File: src/rtl/ps2_frame_receiver.sv
// PS/2 device-to-host frame receiver: start, 8 data bits LSB first, parity, stop.
// Optional odd-parity check enabled by defining PS2_PARITY_CHECK_EN.
module ps2_frame_receiver (
    input  logic       clk,
    input  logic       rst_n,
    input  logic       data,
    output logic [7:0] code,
    output logic       done
);

    localparam int unsigned DATA_W = 8;
    localparam int unsigned CNT_W  = 3;

    typedef enum logic [1:0] {
        IDLE   = 2'd0,
        DATA   = 2'd1,
        PARITY = 2'd2,
        STOP   = 2'd3
    } state_t;

    state_t              state, state_next;
    logic [CNT_W-1:0]    cnt, cnt_next;
    logic [DATA_W-1:0]   shift, shift_next;
    logic                par, par_next;
    logic [DATA_W-1:0]   code_next;
    logic                done_next;
    logic                frame_ok_c;

    // All state advances on the falling PS/2 clock edge.
    always_ff @(negedge clk or negedge rst_n) begin
        if (!rst_n) begin
            state <= IDLE;
            cnt   <= '0;
            shift <= '0;
            par   <= 1'b0;
            code  <= '0;
            done  <= 1'b0;
        end else begin
            state <= state_next;
            cnt   <= cnt_next;
            shift <= shift_next;
            par   <= par_next;
            code  <= code_next;
            done  <= done_next;
        end
    end

    // Next-state logic.
    always_comb begin
        state_next = state;
        case (state)
            IDLE:    if (!data) state_next = DATA;
            DATA:    if (cnt == CNT_W'(DATA_W - 1)) state_next = PARITY;
            PARITY:  state_next = STOP;
            STOP:    state_next = IDLE;
            default: state_next = IDLE;
        endcase
    end

`ifdef PS2_PARITY_CHECK_EN
    assign frame_ok_c = data && ((^shift) ^ par);
`else
    assign frame_ok_c = data;
`endif

    // Datapath and output next values.
    always_comb begin
        cnt_next   = cnt;
        shift_next = shift;
        par_next   = par;
        code_next  = code;
        done_next  = 1'b0;
        case (state)
            IDLE: begin
                if (!data) cnt_next = '0;
            end
            DATA: begin
                shift_next[cnt] = data;
                cnt_next        = cnt + CNT_W'(1);
            end
            PARITY: begin
                par_next = data;
            end
            STOP: begin
                if (frame_ok_c) begin
                    code_next = shift;
                    done_next = 1'b1;
                end
            end
            default: ;
        endcase
    end

endmodule

File: config.mk
export PLATFORM = sky130hd
export DESIGN_NAME = ps2_frame_receiver
export DESIGN_NICKNAME = d
export VERILOG_FILES = /design/src/rtl/ps2_frame_receiver.sv
export SDC_FILE = /design/constraint.sdc
export NUM_CORES = 1
export LEC_CHECK = 0
export CAP_MARGIN = 20
export CORE_MARGIN = 10
export CORE_UTILIZATION = 25
export CTS_CLUSTER_SIZE = 20
export DETAILED_ROUTE_END_ITERATION = 16
export DONT_BUFFER_PORTS = 1
export GPL_TIMING_DRIVEN = 0
export PLACE_DENSITY_LB_ADDON = 0.12
export SLEW_MARGIN = 25
export SYNTH_ARGS = -nofsm -noshare
export SYNTH_HDL_FRONTEND = slang
export SYNTH_SLANG_ARGS = --single-unit
File: constraint.sdc
create_clock -name clk -period 1.68 [get_ports clk]
set_input_delay 0.168 -clock clk [delete_from_list [all_inputs] [get_ports clk]]
set_output_delay 0.168 -clock clk [all_outputs]
set_load 0.005 [all_outputs]
==> out/results.tsv, run 1 <==
stage	metric	value	unit
drt	Iteration-0 DRC Markers	22	
setup_path	Arr. time, crit path	1.55	ns
cts	# resized after CTS	0	
drt	routed vias	568	
global_route	antenna violations before repair	0	
synth	Synth top cells by count	22 x dfrtn_1, 11 x mux2_2, 6 x ha_1	
cts	clock-pin transition on the worst setup and hold timing paths	0.05	ns
cts	CTS tree	done	
synth	most common cell in the netlist	dfrtn_1	
setup_path	WP depth	0	
synth	Yosys cell types	26	
cts	# hold bufs at CTS	0	
synth	area of the mapped netlist	1069	µm²
setup_path	CP Capture Type	output port	
cells_and_area	# diodes	0	
drt	Pre-antenna DRT Iters	4	
cells_and_area	# nets final	89	
synth	mux cell area share after synthesis	0.1967	
power	cell internal pwr	1.431	mW
die	die area	7289	µm²
power	Sequential Power Share	0.453	
cells_and_area	area added between synthesis and finish	13.58	%
synth	Syn. warnings	0	
status	failing checks	negative setup slack	
synth	Synth area leader	dfrtn_1	
die	die height	85.38	µm
placement	final RePlAce weighted congestion	0.7059	
placement	Final HPWL DP	1303	µm
run	max_cap viols	0	
sta	clk_skew	0.0008004	ns
placement	port buffer count	0	
power	Sw Share	0.3157	
synth	largest cells by area after synthesis	dfrtn_1 52%, mux2_2 12%, ha_1 7.0%	
synth	EDFF count, synth	0	
sta	final setup fails	9	
synth	Synth Area in Compound Gates	0.04801	
sta	WHS	0.3140	ns
drt	DRC	0	
cts	clk_lat worst skew	0.27	ns
die	CORE AREA	4058	µm²
synth	main flop type after synthesis	dfrtn_1	
die	Die W	85.38	µm
setup_path	CP Max Fanout	2	
min_path	min-delay worst type	input port to async pin	
setup_path	Worst R2R Path Depth	6	
setup_path	crit path kind	flip-flop to output port	
cts	CTS H-tree lvls	1	
die	I/O pin count	12	
synth	simple-gate share of the synthesized area	0.1218	
sta	final hold vios	0	
synth	adder-cell share of the synthesized area	0.07026	
cts	root buffer cell	clkbuf_8	
global_route	first-pass GRT wire length	3325	µm
power	Pleak	0.5611	nW
global_route	largest net degree at the start of global routing	23	
power	Comb power frac	0.394	
power	Clk pwr share	0.153	
drt	DR WL/cell	14.85	µm
sta	final setup margin	-0.03841	ns
setup_path	critical path required time	1.51	ns
die	Starting Density	0.2633	
synth	Syn Inst Count	73	
power	peak supply drop	0.5560	mV
drt	vias per cell	4.438	
power	total power	2.091	mW
synth	register area share after synthesis	0.5152	
die	row cnt	23	
status	status	finished, violations left	
setup_path	Worst Setup Start Kind	flip-flop	
sta	worst slew pin tran	0.2421	ns
sta	RSZ-0062 raised after global routing	yes	
cells_and_area	fillcell total	404	
cts	CTS Sinks	22	
global_route	vias in the first global route	634	
power	Pwr per Cell Area	1723	nW/µm²
global_route	Global Route Usage Sum	0.05660	
sta	Slew Limit Headroom	0.8386	
cells_and_area	share of cells above drive strength 1	0.4487	
cts	Num CTS Buffers	3	
synth	Async SR Flop Fraction	1.000	
synth	largest family of logic cells by synthesized area	multiplexers	
synth	syn avg cell area	14.64	µm²
cts	Max Root-Sink Buffers	2	
synth	Synth Register Bits	22	
synth	Synth top area share	0.5152	
power	Net Sw Power	0.6601	mW
cts	Post-CTS Repair Setup Buffers	0	
global_route	global route overflow	0	
synth	syn nets	82	
sta	Pins Over Slew Limit	0	
drt	drt total wl	1901	µm
synth	xor-xnor portion of the synthesized cell area	0	
drt	antenna-violating nets left	0	
[per-stage QoR]
step	utilization	std cells	worst slack (ns)	TNS (ns)	area, µm²
after floorplan	-	73	-0.02270	-0.1362	1095
after global placement	0.2852	123	-0.08909	-0.7421	1157
after detailed placement	0.2852	123	-0.1007	-0.7739	1157
after CTS	0.2954	126	-0.05192	-0.3667	1199
after global routing	0.2991	128	-0.07180	-0.5686	1214
final	0.2991	128	-0.03841	-0.2402	1214
[layout make-up]
class	count	area, µm²	area share
tap	50	62.56	0.05155
inverter	3	11.26	0.009278
multi-input combinational	44	485.5	0.4000
sequential	22	550.5	0.4536
buffer	4	47.55	0.03918
timing repair buffer	2	15.01	0.01237
clock buffer	3	41.29	0.03402
[layer usage]
metal	part of all wire	vias to the layer above	track usage
li1	-	272	-
met1	0.46	283	0.06870
met2	0.45	11	0.08515
met3	0.079	2	0.03059
met4	0.0079	0	0.01347
met5	0	-	0
[flip-flops by register name, indices dropped and copies added (netlist names)]
register	cells
code	8
shift	8
cnt	3
state	2
done	1
[cells in the final DEF (no fill, tap or decap), drive strengths merged]
cell    count
mux2       17
a32o        2
ha          6
nor2        2
nor3b       2
nand4       1
o21ai       1
inv         3
nand2b      1
buf         6
nand2       3
and3b       1
nor3        1
clkbuf      3
a21oi       1
a21o        1
nand4b      2
dfrtn      22
nor2b       1
o32a        1
nand3       1
[final timing paths]
kind	endpoint	start	slack [ns]
worst max register to register	state[1]	state[1]	0.05
worst max-delay path	code[1]	code[1]	-0.04
min in group clk	shift[6]	shift[6]	0.44
max in group asynchronous	code[5]	rst_n	1.26
worst min-delay path	done	rst_n	0.31
worst min register to register	shift[6]	shift[6]	0.44
[power groups by stage]
stage | Clock [mW] | Combinational, mW | Sequential (mW)
after floorplan | 0 | 0.687 | 0.908
after global placement | 0 | 0.769 | 0.959
after detailed placement | 0 | 0.791 | 0.971
after CTS | 0.336 | 0.797 | 0.961
after global routing | 0.366 | 0.917 | 0.990
final | 0.321 | 0.823 | 0.947
[cell families (layout without fill, tap and decap cells)]
kind of cell | after synthesis | count (layout)
flops | 22 | 22
mux | 17 | 17
simple gates | 15 | 15
buf+inv | 7 | 12
fa+ha+maj | 6 | 6
compound gates | 6 | 6
Power figures use the tool's default switching activity.
==> inputs of run 2 (changes only) <==
--- a/config.mk
+++ b/config.mk
@@ -7,7 +7,7 @@
 export LEC_CHECK = 0
 export CAP_MARGIN = 20
 export CORE_MARGIN = 10
-export CORE_UTILIZATION = 25
+export CORE_UTILIZATION = 50
 export CTS_CLUSTER_SIZE = 20
 export DETAILED_ROUTE_END_ITERATION = 16
 export DONT_BUFFER_PORTS = 1
==> run 2 against run 1 <==
- the flow still finishes with violations (negative setup slack)
- clock skew grew 0.0044 ns
- via count shrank 0.53%
- clock power shrank 12%
- global-route usage grew 2.5 points
- die area shrank 40%
- critical endpoint unchanged
==> out/results.tsv, run 2 (synthesis results as in run 1) <==
stage	metric	value	unit
drt	Pre-antenna DRT Iters	4	
cts	clk_lat worst skew	0.29	ns
status	status	finished, violations left	
cells_and_area	# diodes	0	
die	die height	66.23	µm
die	Die W	66.23	µm
placement	final RePlAce weighted congestion	0.7817	
setup_path	Arr. time, crit path	1.58	ns
cts	CTS tree	done	
cells_and_area	area of the multi-input gates	485.5	µm²
placement	port buffer count	0	
cells_and_area	Finished Layout Cells	106	
sta	Fin Setup TNS	-0.5071	ns
cells_and_area	commonest cells after routing, fill and taps aside	22 x dfrtn_1, 9 x mux2_2, 7 x mux2_4, 6 x ha_1	
die	row cnt	16	
die	CORE AREA	2002	µm²
setup_path	Worst Setup Start Kind	flip-flop	
cells_and_area	most common cell after layout, fill and taps aside	dfrtn_1	
cells_and_area	# nets final	89	
cells_and_area	share of cells above drive strength 1	0.4557	
setup_path	crit path kind	flip-flop to output port	
global_route	global route overflow	0	
sta	clk_skew	0.005203	ns
global_route	vias in the first global route	602	
global_route	Global Route Usage Sum	0.08190	
cells_and_area	fin util	0.5894	
cts	root buffer cell	clkbuf_4	
placement	placed cell count	100	
power	peak supply drop	0.9799	mV
cells_and_area	area added between synthesis and finish	10.42	%
sta	worst slew pin tran	0.2495	ns
cells_and_area	register area	550.5	µm²
sta	final hold vios	0	
power	Pwr per Cell Area	1721	nW/µm²
sta	Slew Limit Headroom	0.8336	
cts	CTS Sinks	22	
cells_and_area	biggest regs	code: 8 flops, shift: 8 flops, cnt: 3 flops	
power	Pleak	0.5607	nW
setup_path	critical path required time	1.51	ns
drt	Iteration-0 DRC Markers	16	
global_route	first-pass GRT wire length	2863	µm
drt	routed vias	565	
cts	CTS H-tree lvls	1	
sta	final setup margin	-0.06557	ns
sta	final setup fails	9	
die	die area	4386	µm²
cells_and_area	fillcell total	173	
global_route	largest net degree at the start of global routing	23	
setup_path	CP Max Fanout	2	
global_route	antenna violations before repair	0	
sta	Pins Over Slew Limit	0	
cts	Max Root-Sink Buffers	2	
status	failing checks	negative setup slack	
drt	antenna-violating nets left	0	
placement	Final HPWL DP	1109	µm
cts	# hold bufs at CTS	0	
sta	RSZ-0062 raised after global routing	yes	
cts	clock-pin transition on the worst setup and hold timing paths	0.08	ns
die	I/O pin count	12	
die	Starting Density	0.5338	
drt	drt total wl	1538	µm
drt	DRC	0	
cts	Num CTS Buffers	3	
run	max_cap viols	0	
drt	vias per cell	5.330	
setup_path	CP Capture Type	output port	
min_path	min-delay worst type	input port to async pin	
drt	DR WL/cell	14.51	µm
==> run 2: cell count changes in the layout (fill, tap and decap cells not counted), sizes merged <==
cell	previous run	this run
clkbuf	3	4
==> run 2: power by group <==
| group | total (mW) | internal (mW) | switching, mW |
|---|---|---|---|
| logic | 0.810 | 0.489 | 0.322 |
| clock network | 0.282 | 0.132 | 0.150 |
| registers | 0.938 | 0.779 | 0.159 |
==> run 2: layout make-up <==
| cell class | count | share of cell area |
|---|---|---|
| sequential | 22 | 0.4666 |
| multi-input combinational | 44 | 0.4115 |
| buffer | 4 | 0.04030 |
| clock buffer | 4 | 0.03075 |
| tap | 27 | 0.02863 |
| timing repair buffer | 2 | 0.01273 |
| inverter | 3 | 0.009544 |
==> run 2: final timing paths <==
kind                                from  endpoint  slack, ns  cells after the start
worst max-delay path             code[1]   code[1]      -0.07                      0
worst min-delay path               rst_n   code[5]       0.28                      0
worst max register to register  state[1]  state[1]       0.09                      6
worst min register to register  shift[6]  shift[6]       0.43                      1
max in group asynchronous          rst_n   code[2]       1.29                      0
min in group clk                shift[6]  shift[6]       0.43                      1
==> run 2: metal layers <==
layer	wire length, µm	global-route usage	vias up
met1	736	0.1120	283
met4	27	0.05497	0
li1	-	-	271
met5	0	0	-
met2	680	0.1124	9
met3	94	0.01525	2
==> run 2: through the flow <==
step | power (mW) | worst slack [ns] | hold slack [ns] | instance area [µm²]
finish | 2.031 | -0.06557 | 0.2782 | 1180
global route | 2.206 | -0.1208 | 0.2540 | 1180
CTS | 2.032 | -0.08427 | 0.2683 | 1165
detailed placement | 1.741 | -0.07250 | 0.4357 | 1129
global placement | 1.706 | -0.07080 | 0.4308 | 1129
floorplan | 1.596 | -0.02270 | 0.4147 | 1095
==> run 2: what timing repair did <==
| action | in CTS | in global routing |
|---|---|---|
| setup endpoints to repair | 9 | 10 |
| resized for setup | 0 | 0 |
| setup buffers | 0 | 2 |
==> inputs of run 3 (changes only) <==
--- a/config.mk
+++ b/config.mk
@@ -5,6 +5,7 @@
 export SDC_FILE = /design/constraint.sdc
 export NUM_CORES = 1
 export LEC_CHECK = 0
+export ABC_AREA = 1
 export CAP_MARGIN = 20
 export CORE_MARGIN = 10
 export CORE_UTILIZATION = 50
==> run 3 against run 2 <==
- the run still ends with negative setup slack left
- die area down 2.2%
- combinational power down 19%
- critical path depth unchanged
- clock skew down 0.0027 ns
- sequential share of layout area up 3.8 points
- global-route usage up 0.86 points
- worst hold slack better by 0.0066 ns
- worst setup slack better by 0.0032 ns
- largest power group unchanged
- highest routed layer unchanged
==> out/results.tsv, run 3 <==
stage	metric	value	unit
synth	area of the mapped netlist	1035	µm²
cts	CTS H-tree lvls	1	
setup_path	crit path kind	flip-flop to output port	
cts	clk_lat worst skew	0.29	ns
global_route	largest net degree at the start of global routing	23	
cells_and_area	# diodes	0	
cts	Post-CTS Repair Setup Buffers	0	
die	Starting Density	0.5274	
die	die area	4289	µm²
cells_and_area	fillcell total	199	
synth	Syn. warnings	0	
cts	# resized after CTS	0	
synth	EDFF count, synth	0	
cells_and_area	area added between synthesis and finish	5.442	%
drt	Pre-antenna DRT Iters	4	
placement	port buffer count	0	
die	CORE AREA	1962	µm²
global_route	first-pass GRT wire length	3208	µm
synth	syn avg cell area	8.481	µm²
cts	Max Root-Sink Buffers	2	
synth	main flop type after synthesis	dfrtn_1	
drt	DR WL/cell	10.89	µm
drt	DRC	0	
synth	largest cells by area after synthesis	dfrtn_1 53%, nand2_1 22%, ha_1 7.3%	
setup_path	Arr. time, crit path	1.57	ns
setup_path	CP Max Fanout	2	
synth	Synth top area share	0.5320	
die	Die W	65.49	µm
synth	register area share after synthesis	0.5320	
run	max_cap viols	0	
min_path	min-delay worst type	input port to async pin	
synth	syn nets	131	
synth	Syn Inst Count	122	
cts	CTS Sinks	22	
cells_and_area	area of the multi-input gates	434.2	µm²
sta	Pins Over Slew Limit	0	
power	Pwr per Cell Area	1713	nW/µm²
setup_path	Worst Setup Start Kind	flip-flop	
status	status	finished, violations left	
drt	routed vias	735	
cells_and_area	most common cell after layout, fill and taps aside	nand2_1	
setup_path	critical path required time	1.51	ns
sta	final setup margin	-0.06241	ns
cells_and_area	biggest regs	code: 8 flops, shift: 8 flops, cnt: 3 flops	
global_route	antenna violations before repair	0	
synth	Async SR Flop Fraction	1.000	
power	peak supply drop	0.9314	mV
sta	clk_skew	0.002503	ns
drt	drt total wl	1656	µm
cells_and_area	commonest cells after routing, fill and taps aside	61 x nand2_1, 22 x dfrtn_1, 12 x nand3_1, 8 x inv_1, 6 x ha_1	
global_route	Global Route Usage Sum	0.09046	
sta	WHS	0.2848	ns
status	failing checks	negative setup slack	
drt	antenna-violating nets left	0	
cts	# hold bufs at CTS	0	
synth	Synth Register Bits	22	
sta	final setup fails	9	
sta	final hold vios	0	
cts	root buffer cell	clkbuf_4	
global_route	global route overflow	0	
sta	RSZ-0062 raised after global routing	yes	
cts	Num CTS Buffers	3	
power	Pleak	0.5967	nW
synth	most common cell in the netlist	nand2_1	
sta	Slew Limit Headroom	0.7856	
synth	Yosys cell types	13	
cells_and_area	fin util	0.5561	
drt	Iteration-0 DRC Markers	37	
setup_path	CP Capture Type	output port	
cells_and_area	# nets final	136	
cells_and_area	share of cells above drive strength 1	0.08800	
drt	vias per cell	4.836	
die	die height	65.49	µm
placement	final RePlAce weighted congestion	0.7580	
cells_and_area	register area	550.5	µm²
die	row cnt	16	
synth	Synth area leader	dfrtn_1	
die	I/O pin count	12	
sta	worst slew pin tran	0.3182	ns
global_route	vias in the first global route	750	
cts	CTS tree	done	
synth	Synth top cells by count	61 x nand2_1, 22 x dfrtn_1, 12 x nand3_1	
placement	Final HPWL DP	1230	µm
cts	clock-pin transition on the worst setup and hold timing paths	0.08	ns
run 3: changes by cell type after synthesis, sizes merged, moves of 2 or more:
cell / before / now
a32o: 2 / 0
buf: 4 / 1
inv: 3 / 10
mux2: 17 / 0
nand2: 3 / 64
nand3: 1 / 12
nand4b: 2 / 0
nor2: 2 / 4
nor3b: 2 / 0
run 3: stage by stage:
| step | setup TNS, ns | area, µm² | setup slack (ns) | total power [mW] | std cells |
|---|---|---|---|---|---|
| global route | -0.8586 | 1091 | -0.1007 | 2.089 | 152 |
| detailed placement | -0.1817 | 1069 | -0.05363 | 1.672 | 149 |
| CTS | -0.6259 | 1091 | -0.07566 | 1.900 | 152 |
| finish | -0.5078 | 1091 | -0.06241 | 1.869 | 152 |
| global placement | -0.1176 | 1069 | -0.04095 | 1.640 | 149 |
| floorplan | 0 | 1035 | 0.03867 | 1.512 | 122 |
run 3: power by group:
part / total, mW / switching [mW] / internal (mW)
Combinational: 0.658 / 0.412 / 0.247
Clock: 0.225 / 0.141 / 0.0834
Sequential: 0.986 / 0.197 / 0.790
run 3: final timing paths:
path / from / end / slack [ns] / cells after the start
min in group clk: shift[5] / shift[5] / 0.42 / 2
setup / recovery: code[5] / code[5] / -0.06 / 0
setup reg to reg: state[0] / cnt[2] / 0.33 / 6
max in group asynchronous: rst_n / shift[3] / 1.29 / 0
hold / removal: rst_n / code[4] / 0.28 / 0
hold reg to reg: shift[5] / shift[5] / 0.42 / 2
run 3: worst register-to-register path, delay by kind of cell (launching register included):
| kind | cells | cell delay [ns] |
|---|---|---|
| flops | 1 | 0.47 |
| simple gates | 3 | 0.26 |
| compound gates | 1 | 0.15 |
| fa+ha+maj | 1 | 0.26 |
| buf+inv | 1 | 0.08 |
run 3: cell type report:
| cell class | instances | area share |
|---|---|---|
| multi-input cells | 88 | 0.3979 |
| well taps | 27 | 0.03096 |
| plain buffers | 1 | 0.006881 |
| clock buffers | 3 | 0.02064 |
| inverters | 11 | 0.03899 |
| flip-flops and latches | 22 | 0.5046 |
run 3: logic make-up (layout without fill, tap and decap cells):
| logic type | count (synthesis) | after routing | share of synthesized area |
|---|---|---|---|
| simple gates | 80 | 80 | 0.3374 |
| flops | 22 | 22 | 0.5320 |
| buf+inv | 12 | 15 | 0.04837 |
| fa+ha+maj | 6 | 6 | 0.07255 |
| compound gates | 2 | 2 | 0.009674 |
run 3: metal layers:
metal | vias to the layer above | global-route usage | part of all wire
met3 | 2 | 0.02203 | 0.063
met5 | - | 0 | 0
li1 | 382 | - | -
met2 | 12 | 0.1512 | 0.45
met4 | 0 | 0.04011 | 0.010
met1 | 339 | 0.1071 | 0.47
